## src/rtl/spi_cmd_dispatcher.sv

```systemverilog
// Queues 32-bit SPI command words and replays them to the system controller
// as a stable cmd_data value followed by a paced latch_data strobe.
`timescale 1ns/1ps
module spi_cmd_dispatcher #(
    parameter int DEPTH        = 8,
    parameter int SETUP_CYCLES = 1,
    parameter int LATCH_CYCLES = 2,
    parameter int GAP_CYCLES   = 2
) (
    input  logic                     clock,
    input  logic                     reset,
    input  logic [31:0]              spi_word,
    input  logic                     spi_word_valid,
    input  logic                     dispatch_enable,
    input  logic                     hold_busy,
    input  logic                     overflow_clear,
    output logic [31:0]              cmd_data,
    output logic                     latch_data,
    output logic [$clog2(DEPTH):0]   fifo_count,
    output logic                     fifo_full,
    output logic                     fifo_empty,
    output logic                     overflow,
    output logic                     dispatch_busy,
    output logic [1:0]               state_dbg
);

    // Handshake: spi_word_valid is a one-cycle strobe with no back-pressure;
    // a word offered while full (and not relieved by a same-cycle pop) is lost
    // and recorded in the sticky overflow flag.

    localparam int PTR_W = $clog2(DEPTH);
    localparam int CNT_W = PTR_W + 1;
    localparam int MAX_A = (SETUP_CYCLES > LATCH_CYCLES) ? SETUP_CYCLES : LATCH_CYCLES;
    localparam int MAX_C = (MAX_A > GAP_CYCLES) ? MAX_A : GAP_CYCLES;
    localparam int TMR_W = (MAX_C > 1) ? $clog2(MAX_C) : 1;

    // Timer is loaded with N-1 on state entry and the state exits at zero.
    localparam logic [TMR_W-1:0] SETUP_LD = TMR_W'(SETUP_CYCLES - 1);
    localparam logic [TMR_W-1:0] LATCH_LD = TMR_W'(LATCH_CYCLES - 1);
    localparam logic [TMR_W-1:0] GAP_LD   = TMR_W'((GAP_CYCLES > 0) ? GAP_CYCLES - 1 : 0);

    typedef enum logic [1:0] {
        IDLE  = 2'd0,
        SETUP = 2'd1,
        LATCH = 2'd2,
        GAP   = 2'd3
    } state_t;

    state_t             state, next_state;
    logic [TMR_W-1:0]   tmr, tmr_next;
    logic [PTR_W-1:0]   wr_ptr, rd_ptr;
    logic [31:0]        mem [DEPTH];
    logic               pop;
    logic               push_ok;
    logic               push_drop;

    assign fifo_full     = (fifo_count == CNT_W'(DEPTH));
    assign fifo_empty    = (fifo_count == '0);
    assign dispatch_busy = (state != IDLE);
    assign state_dbg     = state;

    // A pop in the same cycle frees a slot, so a push into a full FIFO still lands.
    assign push_ok   = spi_word_valid && (!fifo_full || pop);
    assign push_drop = spi_word_valid && fifo_full && !pop;

    always_comb begin
        next_state = state;
        tmr_next   = tmr;
        pop        = 1'b0;
        case (state)
            IDLE: begin
                if (!fifo_empty && dispatch_enable && !hold_busy) begin
                    pop        = 1'b1;
                    next_state = SETUP;
                    tmr_next   = SETUP_LD;
                end
            end
            SETUP: begin
                if (tmr == '0) begin
                    next_state = LATCH;
                    tmr_next   = LATCH_LD;
                end else begin
                    tmr_next = tmr - 1'b1;
                end
            end
            LATCH: begin
                if (tmr == '0) begin
                    if (GAP_CYCLES == 0) begin
                        next_state = IDLE;
                    end else begin
                        next_state = GAP;
                        tmr_next   = GAP_LD;
                    end
                end else begin
                    tmr_next = tmr - 1'b1;
                end
            end
            GAP: begin
                if (tmr == '0) begin
                    next_state = IDLE;
                end else begin
                    tmr_next = tmr - 1'b1;
                end
            end
            default: begin
                next_state = IDLE;
            end
        endcase
    end

    always_ff @(posedge clock) begin
        if (reset) begin
            state      <= IDLE;
            tmr        <= '0;
            latch_data <= 1'b0;
        end else begin
            state      <= next_state;
            tmr        <= tmr_next;
            latch_data <= (next_state == LATCH);
        end
    end

    always_ff @(posedge clock) begin
        if (reset) begin
            cmd_data <= '0;
        end else if (pop) begin
            cmd_data <= mem[rd_ptr];
        end
    end

    always_ff @(posedge clock) begin
        if (push_ok) begin
            mem[wr_ptr] <= spi_word;
        end
    end

    always_ff @(posedge clock) begin
        if (reset) begin
            wr_ptr     <= '0;
            rd_ptr     <= '0;
            fifo_count <= '0;
        end else begin
            if (push_ok) begin
                wr_ptr <= wr_ptr + 1'b1;
            end
            if (pop) begin
                rd_ptr <= rd_ptr + 1'b1;
            end
            case ({push_ok, pop})
                2'b10:   fifo_count <= fifo_count + 1'b1;
                2'b01:   fifo_count <= fifo_count - 1'b1;
                default: fifo_count <= fifo_count;
            endcase
        end
    end

    // A fresh drop outranks a clear in the same cycle.
    always_ff @(posedge clock) begin
        if (reset) begin
            overflow <= 1'b0;
        end else if (push_drop) begin
            overflow <= 1'b1;
        end else if (overflow_clear) begin
            overflow <= 1'b0;
        end
    end

endmodule

```

## config.mk

```make
export PLATFORM = sky130hd
export DESIGN_NAME = spi_cmd_dispatcher
export DESIGN_NICKNAME = d
export VERILOG_FILES = /design/src/rtl/spi_cmd_dispatcher.sv
export SDC_FILE = /design/constraint.sdc
export NUM_CORES = 1
export LEC_CHECK = 0
export CAP_MARGIN = 10
export CORE_UTILIZATION = 30
export CTS_CLUSTER_SIZE = 40
export DETAILED_ROUTE_END_ITERATION = 16
export HOLD_SLACK_MARGIN = 0.03
export PLACE_DENSITY = 0.53
export SLEW_MARGIN = 15
export SYNTH_ARGS = -nofsm -noshare
export SYNTH_HDL_FRONTEND = slang
export SYNTH_SLANG_ARGS = --single-unit
```

## constraint.sdc

```tcl
create_clock -name clock -period 6.1 [get_ports clock]
set_input_delay 1.83 -clock clock [delete_from_list [all_inputs] [get_ports clock]]
set_output_delay 1.83 -clock clock [all_outputs]
set_load 0.03 [all_outputs]
```

======== Word level (Yosys, flattened, before mapping) ========
Memory sizes are Yosys's and may differ from the RTL's. A register that Yosys moved wholly into a read port is not among the register bits.
Index checks and enable logic that the tools add are counted.
word-level totals
  bits in registers ....................... 15
  RAM bits ................................ 256
  bits of input ports ..................... 38
  logic and storage cells ................. 53
  memories kept ........................... 1
operators by class
  $add $sub $neg .......................... 5
  eq/ne operators ......................... 8
  multiplexer cells ....................... 16
  reduce and logical (&&, ||, !) cells .... 16
memories
  memory  words  width  read ports  clocked after memory_dff  write ports  RTL line  RTL
  mem     8      32     1           1                         1            52        logic [31:0] mem [DEPTH];
operators with widths
  kind                                                 count
  two-way mux 1 bit                                    9
  equality test 2 bit, second input constant           4
  two-way mux 2 bit                                    4
  one-hot mux 2 bit (4 select lines)                   1
  one-hot mux 4 bit (2 select lines)                   1
  adder 3 x 1 -> 3 bit, second input constant          2
  nonzero test 2 bit                                   3
  logical AND 1 bit                                    5
  adder 4 x 1 -> 4 bit, second input constant          1
  equality test 2 x 1 -> 1 bit, second input constant  2
  equality test 4 bit, second input constant           1
  zero test 1 bit                                      4
  zero test 4 bit                                      1
  subtractor 4 x 1 -> 4 bit, second input constant     1
  one-hot mux 1 bit (3 select lines)                   1
  zero test 2 bit                                      1
  inequality test 2 bit, second input constant         1
  OR reduction 2 bit                                   1
  logical OR 1 bit                                     1
  subtractor 1 bit, second input constant              1

======== Logic depth before layout (Yosys ltp) ========
Gate-level depths: netlist (run 1).
  depth after elaboration ................. 10
  depth in mapped cells ................... 10
  gate-level depth less buffers ........... 10

======== Worst setup path before layout (run 1) ========
Ideal clock, no wire load.
  path type ............................... input port to flip-flop
  start point ............................. input hold_busy
  end point ............................... memory mem[0][0] (enable)
  setup time .............................. 461 ps
  data arrival time ....................... 4861 ps
  required time ........................... 5639 ps
  setup slack ............................. 778 ps
  stages on the path ...................... 4
  path buffers ............................ 0
  cell sequence ........................... nor4b_4 > o21ai_1 > or2_1 > nor3_1
between the ends
  longest elaborated chain between the ends .. 8
RTL lines
  element                                  RTL line  RTL
  from (decl)                              15        input logic hold_busy,
  zero test 1 bit                          72        if (!fifo_empty && dispatch_enable && !hold_busy) begin
  logical AND 1 bit                        72
  two-way mux 1 bit                        72
  two-way mux 1 bit                        70        case (state)
  logical OR 1 bit                         63        assign push_ok = spi_word_valid && (!fifo_full || pop);
  logical AND 1 bit                        63
  two-way mux 1 bit                        132       if (push_ok) begin
  two-way mux 1 bit (not written as such)  133       mem[wr_ptr] <= spi_word;
  to (decl)                                52
No other way between the ends.

======== Final worst setup path (run 1) ========
  start point ............................. register fifo_count[0]
  end point ............................... output fifo_full
between the ends
  longest elaborated chain between the ends .. 1
RTL lines
  element                 RTL line  RTL
  from (decl)             19        output logic [$clog2(DEPTH):0] fifo_count,
  from (signal assigned)  150       2'b10: fifo_count <= fifo_count + 1'b1;
  from (signal assigned)  151       2'b01: fifo_count <= fifo_count - 1'b1;
  from (signal assigned)  152       default: fifo_count <= fifo_count;
  equality test 4 bit     57        assign fifo_full = (fifo_count == CNT_W'(DEPTH));
  to (decl)               20        output logic fifo_full,
No other way between the ends.

==> results.json, run 1 <==
{
  "clkPwrFrac": 0.430,
  "path_clk_slew_ns": 0.06,
  "crit_chain": "or4b_1, inv_1, clkdlybuf4s50_1",
  "vias": 5562,
  "ctsLongestPathBuffers": 3,
  "drt-initial-drc-count": 361,
  "hpwlAfterDp_mm": 13.6,
  "path_max_fanout": 8,
  "max_freq_mhz": 236,
  "post_cts_buffers": 0,
  "nets": 718,
  "synth_area_leaders": "edfxtp_1 67%, mux4_2 13%, dfxtp_1 8.2%",
  "cts_hold_buffers": 0,
  "r2r-start": "state_dbg[1]",
  "dieArea_um2": 39100,
  "nFillCells": 3501,
  "worst_path_max_delay_cell": "clkdlybuf4s50_1",
  "min_path_cells": 2,
  "diodes": 0,
  "slew_headroom": 0.251,
  "critical_path_buf_inv_count": 2,
  "slew_violations": 0,
  "cpPeakStageDelay_ns": 0.67,
  "synth_nets": 627,
  "initial_core_util": 0.305,
  "synth_area_per_cell_um2": 19.8,
  "antenna_left": 0,
  "cap_violations": 0,
  "hp-class": "flip-flop to flip-flop",
  "die_y_um": 198,
  "rrSetupSlack_ns": 3.07,
  "die_w_um": 198,
  "ys_warn_count": 0,
  "critPathKind": "flip-flop to output pin",
  "fin_crit_ns": 4.23,
  "worstMarginPinSlew_ns": 1.12,
  "switching_share": 0.213,
  "outcome": "completed",
  "coreArea_um2": 37700,
  "placementRows": 71,
  "netSwitchingPower_w": 0.00103,
  "cts_tree": "yes",
  "cts.sinks": 303,
  "ios": 81,
  "cts_root_buf": "clkbuf_16",
  "p_leak_nw": 4.28,
  "mostFrequentLayoutCells": "256 x edfxtp_1, 79 x clkdlybuf4s50_1, 64 x mux4_2",
  "drt_pass1_iterations": 4,
  "end_kind": "output pin",
  "clock_skew_ns": 0.0255,
  "worstHoldEndpoint": "wr_ptr[0]",
  "setup_viol": 0,
  "ys_ff_latch": 303,
  "antenna_found_initial": 0,
  "p_seq_frac": 0.487,
  "grt_max_degree": 70,
  "yosys.area.top_type": "edfxtp_1",
  "worstHoldStart": "wr_ptr[0]",
  "cts-buffers-inserted": 31,
  "peakVddDrop_v": 0.000188,
  "report.final.hold_viol_count": 0,
  "rsz0062_at_grt": "false",
  "area_growth_pct": 22.3,
  "p_per_area_nw_per_um2": 344,
  "drive_gt1_frac": 0.204,
  "crit_required_ns": 4.27,
  "overflow": 0,
  "synthDistinctLibCells": 36,
  "r2r.worst_path.cells": 7,
  "clk-insertion-delay-late_ns": 0.56,
  "gp_congestion": 0.688,
  "first_global_vias": 5970,
  "cts_resized": 0,
  "p_int_w": 0.00381,
  "totalWireLength_mm": 23.0,
  "yosysSeqAreaShare": 0.752,
  "synthCells": 581,
  "vias_per_cell": 4.60,
  "placement.io_buffers": 80,
  "crit_family": "buffers and inverters",
  "timing.rr.end": "mem[3][23]",
  "fin_tns_setup_ns": 0,
  "hold_ws_ns": 0.496,
  "cp-start-kind": "flip-flop",
  "synth_area_um2": 11500,
  "cts-htree-levels": 1,
  "power_frac_comb": 0.083,
  "finalCritPeriodShare": 0.694,
  "grt_pass1_wl_mm": 35.9,
  "routedWlPerCell_um": 19.0,
  "worstPathArrival_ns": 2.40,
  "drc": 0,
  "layout_commonest_cell": "edfxtp_1",
  "yosysTopAreaCellShare": 0.670,
  "grt.total_usage": 0.121
}
-- power groups by stage --
stage / Combinational (W) / Sequential [W] / Clock [W]
2_1_floorplan: 0.000219 / 0.00243 / 0
3_3_place_gp: 0.000402 / 0.00240 / 0
3_5_place_dp: 0.000411 / 0.00240 / 0
4_1_cts: 0.000412 / 0.00236 / 0.00214
5_1_grt: 0.000436 / 0.00237 / 0.00222
6_report: 0.000401 / 0.00236 / 0.00208
-- per-stage QoR --
stage	power, W	instances	util	area [um^2]	setup slack, ns
final	0.00484	1208	0.373	14000	1.87
after global placement	0.00280	1150	0.343	12900	1.58
after CTS	0.00491	1208	0.373	14000	1.83
after floorplan	0.00265	581	-	11500	0.778
after global routing	0.00502	1208	0.373	14000	1.76
after detailed placement	0.00281	1150	0.343	12900	1.53
-- worst max-delay path by stage --
stage | from | to | slack [ns] | cells past startpoint
final | fifo_count[0] | fifo_full | 1.87 | 3
after global routing | fifo_count[0] | fifo_full | 1.76 | 3
after CTS | fifo_count[0] | fifo_full | 1.83 | 3
after detailed placement | hold_busy | mem[4][9] | 1.53 | 5
after global placement | hold_busy | mem[4][10] | 1.58 | 5
after floorplan | hold_busy | mem[0][0] | 0.78 | 4
-- per-layer routing --
metal,part of all wire,vias up,routed length [um],track usage
li1,-,2547,-,-
met3,0.042,33,966,0.0210
met1,0.44,2892,10200,0.162
met2,0.50,90,11400,0.205
met5,0,-,0,0
met4,0.018,0,412,0.0287
-- worst reg2reg max path, delay by kind of cell, from the launching register on --
family	cells	cell delay, ns
compound gates	1	0.36
fa+ha+maj	1	0.26
buf+inv	3	0.61
flops	1	0.34
simple gates	2	1.16
-- registers in the layout, indices dropped and copies added, names as in the netlist --
register	flops
state_dbg	2
fifo_count	4
tmr	1
mem	256
cmd_data	32
rd_ptr	3
wr_ptr	3
latch_data	1
overflow	1
-- cell families after synthesis --
logic type,Yosys count,share of synthesized area
compound gates,51,0.0313
xor+xnor,5,0.00381
fa+ha+maj,8,0.00872
buf+inv,35,0.0132
flops,303,0.752
mux,101,0.158
simple gates,78,0.0336
-- synthesized netlist by cell type --
cell type and count:
clkbuf_1 12, and3_1 1, nor3b_1 2, nand3_1 1, a21oi_1 7, nor4b_4 1, buf_1 5, or4b_1 1
nand2b_1 5, mux4_2 64, buf_4 1, nand4_1 1, mux2_2 1, xnor2_1 3, and4bb_2 1, nand2_1 8
ha_1 8, xor2_1 2, nor3_1 3, nor2_1 50, a31oi_1 3, inv_1 4, or3b_2 1, nor2b_1 1
a31o_2 1, or2_1 1, o21ai_1 1, o21ai_0 1, o21ai_2 1, a211oi_1 35, o211ai_1 2, mux2i_1 36
edfxtp_1 256, nor4_4 1, dfxtp_1 47, buf_2 13
-- layout make-up --
| cell class | count | area [um^2] | area share |
|---|---|---|---|
| inverters | 4 | 15.0 | 0.00107 |
| repair buffers | 89 | 863 | 0.0615 |
| clock buffers | 37 | 798 | 0.0568 |
| well taps | 511 | 639 | 0.0455 |
| flip-flops and latches | 303 | 8640 | 0.615 |
| multi-input cells | 243 | 2760 | 0.196 |
| clock inverters | 21 | 335 | 0.0239 |
Note: power is estimated with default switching activity, not from simulation.
==> inputs of run 2 (changes only) <==
Settings changed: PLACE_DENSITY 0.53 to 0.55.
Clock period 6.1 ns to 3.84 ns, I/O delays scaled along.
==> run 2 against run 1 <==
Sequential share of layout area is 0.18 points lower. Worst setup slack worse by 1.6 ns. Highest routed layer unchanged. Worst hold slack worse by 0.022 ns.
==> results.json, run 2 (same netlist as run 1, synthesis figures left out) <==
{
  "r2r.worst_path.cells": 8,
  "cts_tree": "yes",
  "regMostFlops": "mem",
  "mostFrequentLayoutCells": "256 x edfxtp_1, 79 x clkdlybuf4s50_1, 64 x mux4_2",
  "startpoint": "fifo_count[0]",
  "max_freq_mhz": 278,
  "grt_max_degree": 67,
  "report.final.hold_viol_count": 0,
  "die_w_um": 198,
  "clk-insertion-delay-late_ns": 0.56,
  "rsz0062_at_grt": "false",
  "setup_viol": 0,
  "outcome": "completed",
  "overflow": 0,
  "gp_congestion": 0.718,
  "first_global_vias": 5681,
  "hold_ws_ns": 0.473,
  "totalWireLength_mm": 22.8,
  "path_max_fanout": 8,
  "clock_skew_ns": 0.0232,
  "area_growth_pct": 22.7,
  "initial_core_util": 0.305,
  "dpl_cell_area_um2": 13000,
  "finalCritPeriodShare": 0.937,
  "ios": 81,
  "placement.io_buffers": 80,
  "p_per_area_nw_per_um2": 527,
  "slew_violations": 0,
  "path_clk_slew_ns": 0.06,
  "coreArea_um2": 37700,
  "dieArea_um2": 39100,
  "antenna_left": 0,
  "vias_per_cell": 4.48,
  "ctsLongestPathBuffers": 3,
  "cap_violations": 0,
  "placementRows": 71,
  "critPathKind": "flip-flop to output pin",
  "fin_util": 0.374,
  "peakVddDrop_v": 0.000382,
  "end_kind": "output pin",
  "cts.sinks": 303,
  "drt-initial-drc-count": 379,
  "p_int_w": 0.00573,
  "clkPwrFrac": 0.410,
  "drc": 0,
  "hp-class": "flip-flop to flip-flop",
  "crit_required_ns": 2.69,
  "critical_path_buf_inv_count": 2,
  "switching_share": 0.228,
  "cp-start-kind": "flip-flop",
  "worstMarginPinSlew_ns": 1.03,
  "r2r-start": "state_dbg[1]",
  "routedWlPerCell_um": 18.7,
  "grt.total_usage": 0.119,
  "cts_root_buf": "clkbuf_16",
  "top_regs": "mem (256), cmd_data (32), fifo_count (4)",
  "slew_headroom": 0.315,
  "vias": 5471,
  "p_seq_frac": 0.504,
  "layout_commonest_cell": "edfxtp_1",
  "worst_path_max_delay_cell": "clkdlybuf4s50_1",
  "crit_chain": "or4b_1, inv_1, clkdlybuf4s50_1",
  "p_leak_nw": 4.28,
  "post_cts_buffers": 0,
  "cts_resized": 0,
  "drive_gt1_frac": 0.220,
  "grt_pass1_wl_mm": 34.9,
  "design_area_um2": 14100,
  "worstHoldStart": "overflow",
  "netSwitchingPower_w": 0.00169,
  "antenna_found_initial": 1,
  "rrSetupSlack_ns": 1.14,
  "largest_reg_flops": 256,
  "die_y_um": 198,
  "drt_pass1_iterations": 4,
  "fin_crit_ns": 3.60,
  "worstHoldEndpoint": "overflow",
  "hpwlAfterDp_mm": 13.7,
  "cts_hold_buffers": 0,
  "crit_family": "buffers and inverters",
  "cpPeakStageDelay_ns": 0.68,
  "worstPathArrival_ns": 2.45,
  "min_path_cells": 2,
  "fin_tns_setup_ns": 0,
  "timing.rr.end": "mem[0][3]",
  "cts-htree-levels": 1,
  "cts-buffers-inserted": 31,
  "power_frac_comb": 0.086,
  "nets": 732
}
-- run 2: area by class of cell --
| class | instances | area (um^2) |
|---|---|---|
| fill | 3498 | 23600 |
| sequential | 303 | 8640 |
| multi-input combinational | 243 | 2770 |
| timing repair buffer | 103 | 981 |
| clock buffer | 34 | 787 |
| tap | 511 | 639 |
| clock inverter | 22 | 254 |
| inverter | 4 | 15.0 |
| antenna | 1 | 2.50 |
-- run 2: how the worst max path moves through the flow --
stage	slack [ns]	cells past startpoint	to
after floorplan	0.06	4	mem[4][0]
after global placement	0.36	5	mem[1][15]
after detailed placement	0.36	5	mem[1][16]
after CTS	0.18	3	fifo_full
after global routing	0.13	3	fifo_full
final	0.24	3	fifo_full
-- run 2: through the flow --
stage | setup WS (ns) | total power (W) | std cells
3_3_place_gp | 0.362 | 0.00447 | 1164
6_report | 0.243 | 0.00742 | 1221
5_1_grt | 0.133 | 0.00771 | 1220
3_5_place_dp | 0.363 | 0.00447 | 1164
4_1_cts | 0.184 | 0.00753 | 1220
2_1_floorplan | 0.0560 | 0.00420 | 581
-- run 2: power by group through the flow --
| stage | logic (W) | registers, W | clock network [W] |
|---|---|---|---|
| final | 0.000640 | 0.00374 | 0.00304 |
| after global routing | 0.000694 | 0.00376 | 0.00325 |
| after CTS | 0.000654 | 0.00375 | 0.00313 |
| after detailed placement | 0.000652 | 0.00382 | 0 |
| after global placement | 0.000650 | 0.00382 | 0 |
| after floorplan | 0.000349 | 0.00385 | 0 |
-- run 2: worst register-to-register path, cell delays in order (launching register included) --
cell	delay (ns)
dfxtp_1	0.36
inv_1	0.14
ha_1	0.25
inv_1	0.11
nor4b_4	0.43
o21ai_1	0.17
or2_1	0.40
nor3_4	0.18
buf_4	0.32
-- run 2: routing by layer --
| metal | global-route usage | wire [um] | part of all wire | vias to the layer above |
|---|---|---|---|---|
| met3 | 0.0225 | 1100 | 0.048 | 29 |
| met2 | 0.197 | 11000 | 0.48 | 112 |
| met4 | 0.0304 | 365 | 0.016 | 0 |
| met1 | 0.160 | 10300 | 0.45 | 2756 |
| li1 | - | - | - | 2574 |
| met5 | 0 | 0 | 0 | - |
==> inputs of run 3 (changes only) <==
Settings changed: HOLD_SLACK_MARGIN 0.03 to 0.02.
==> results of run 3 <==
Final layout, timing and power as in run 2 (identical DEF).
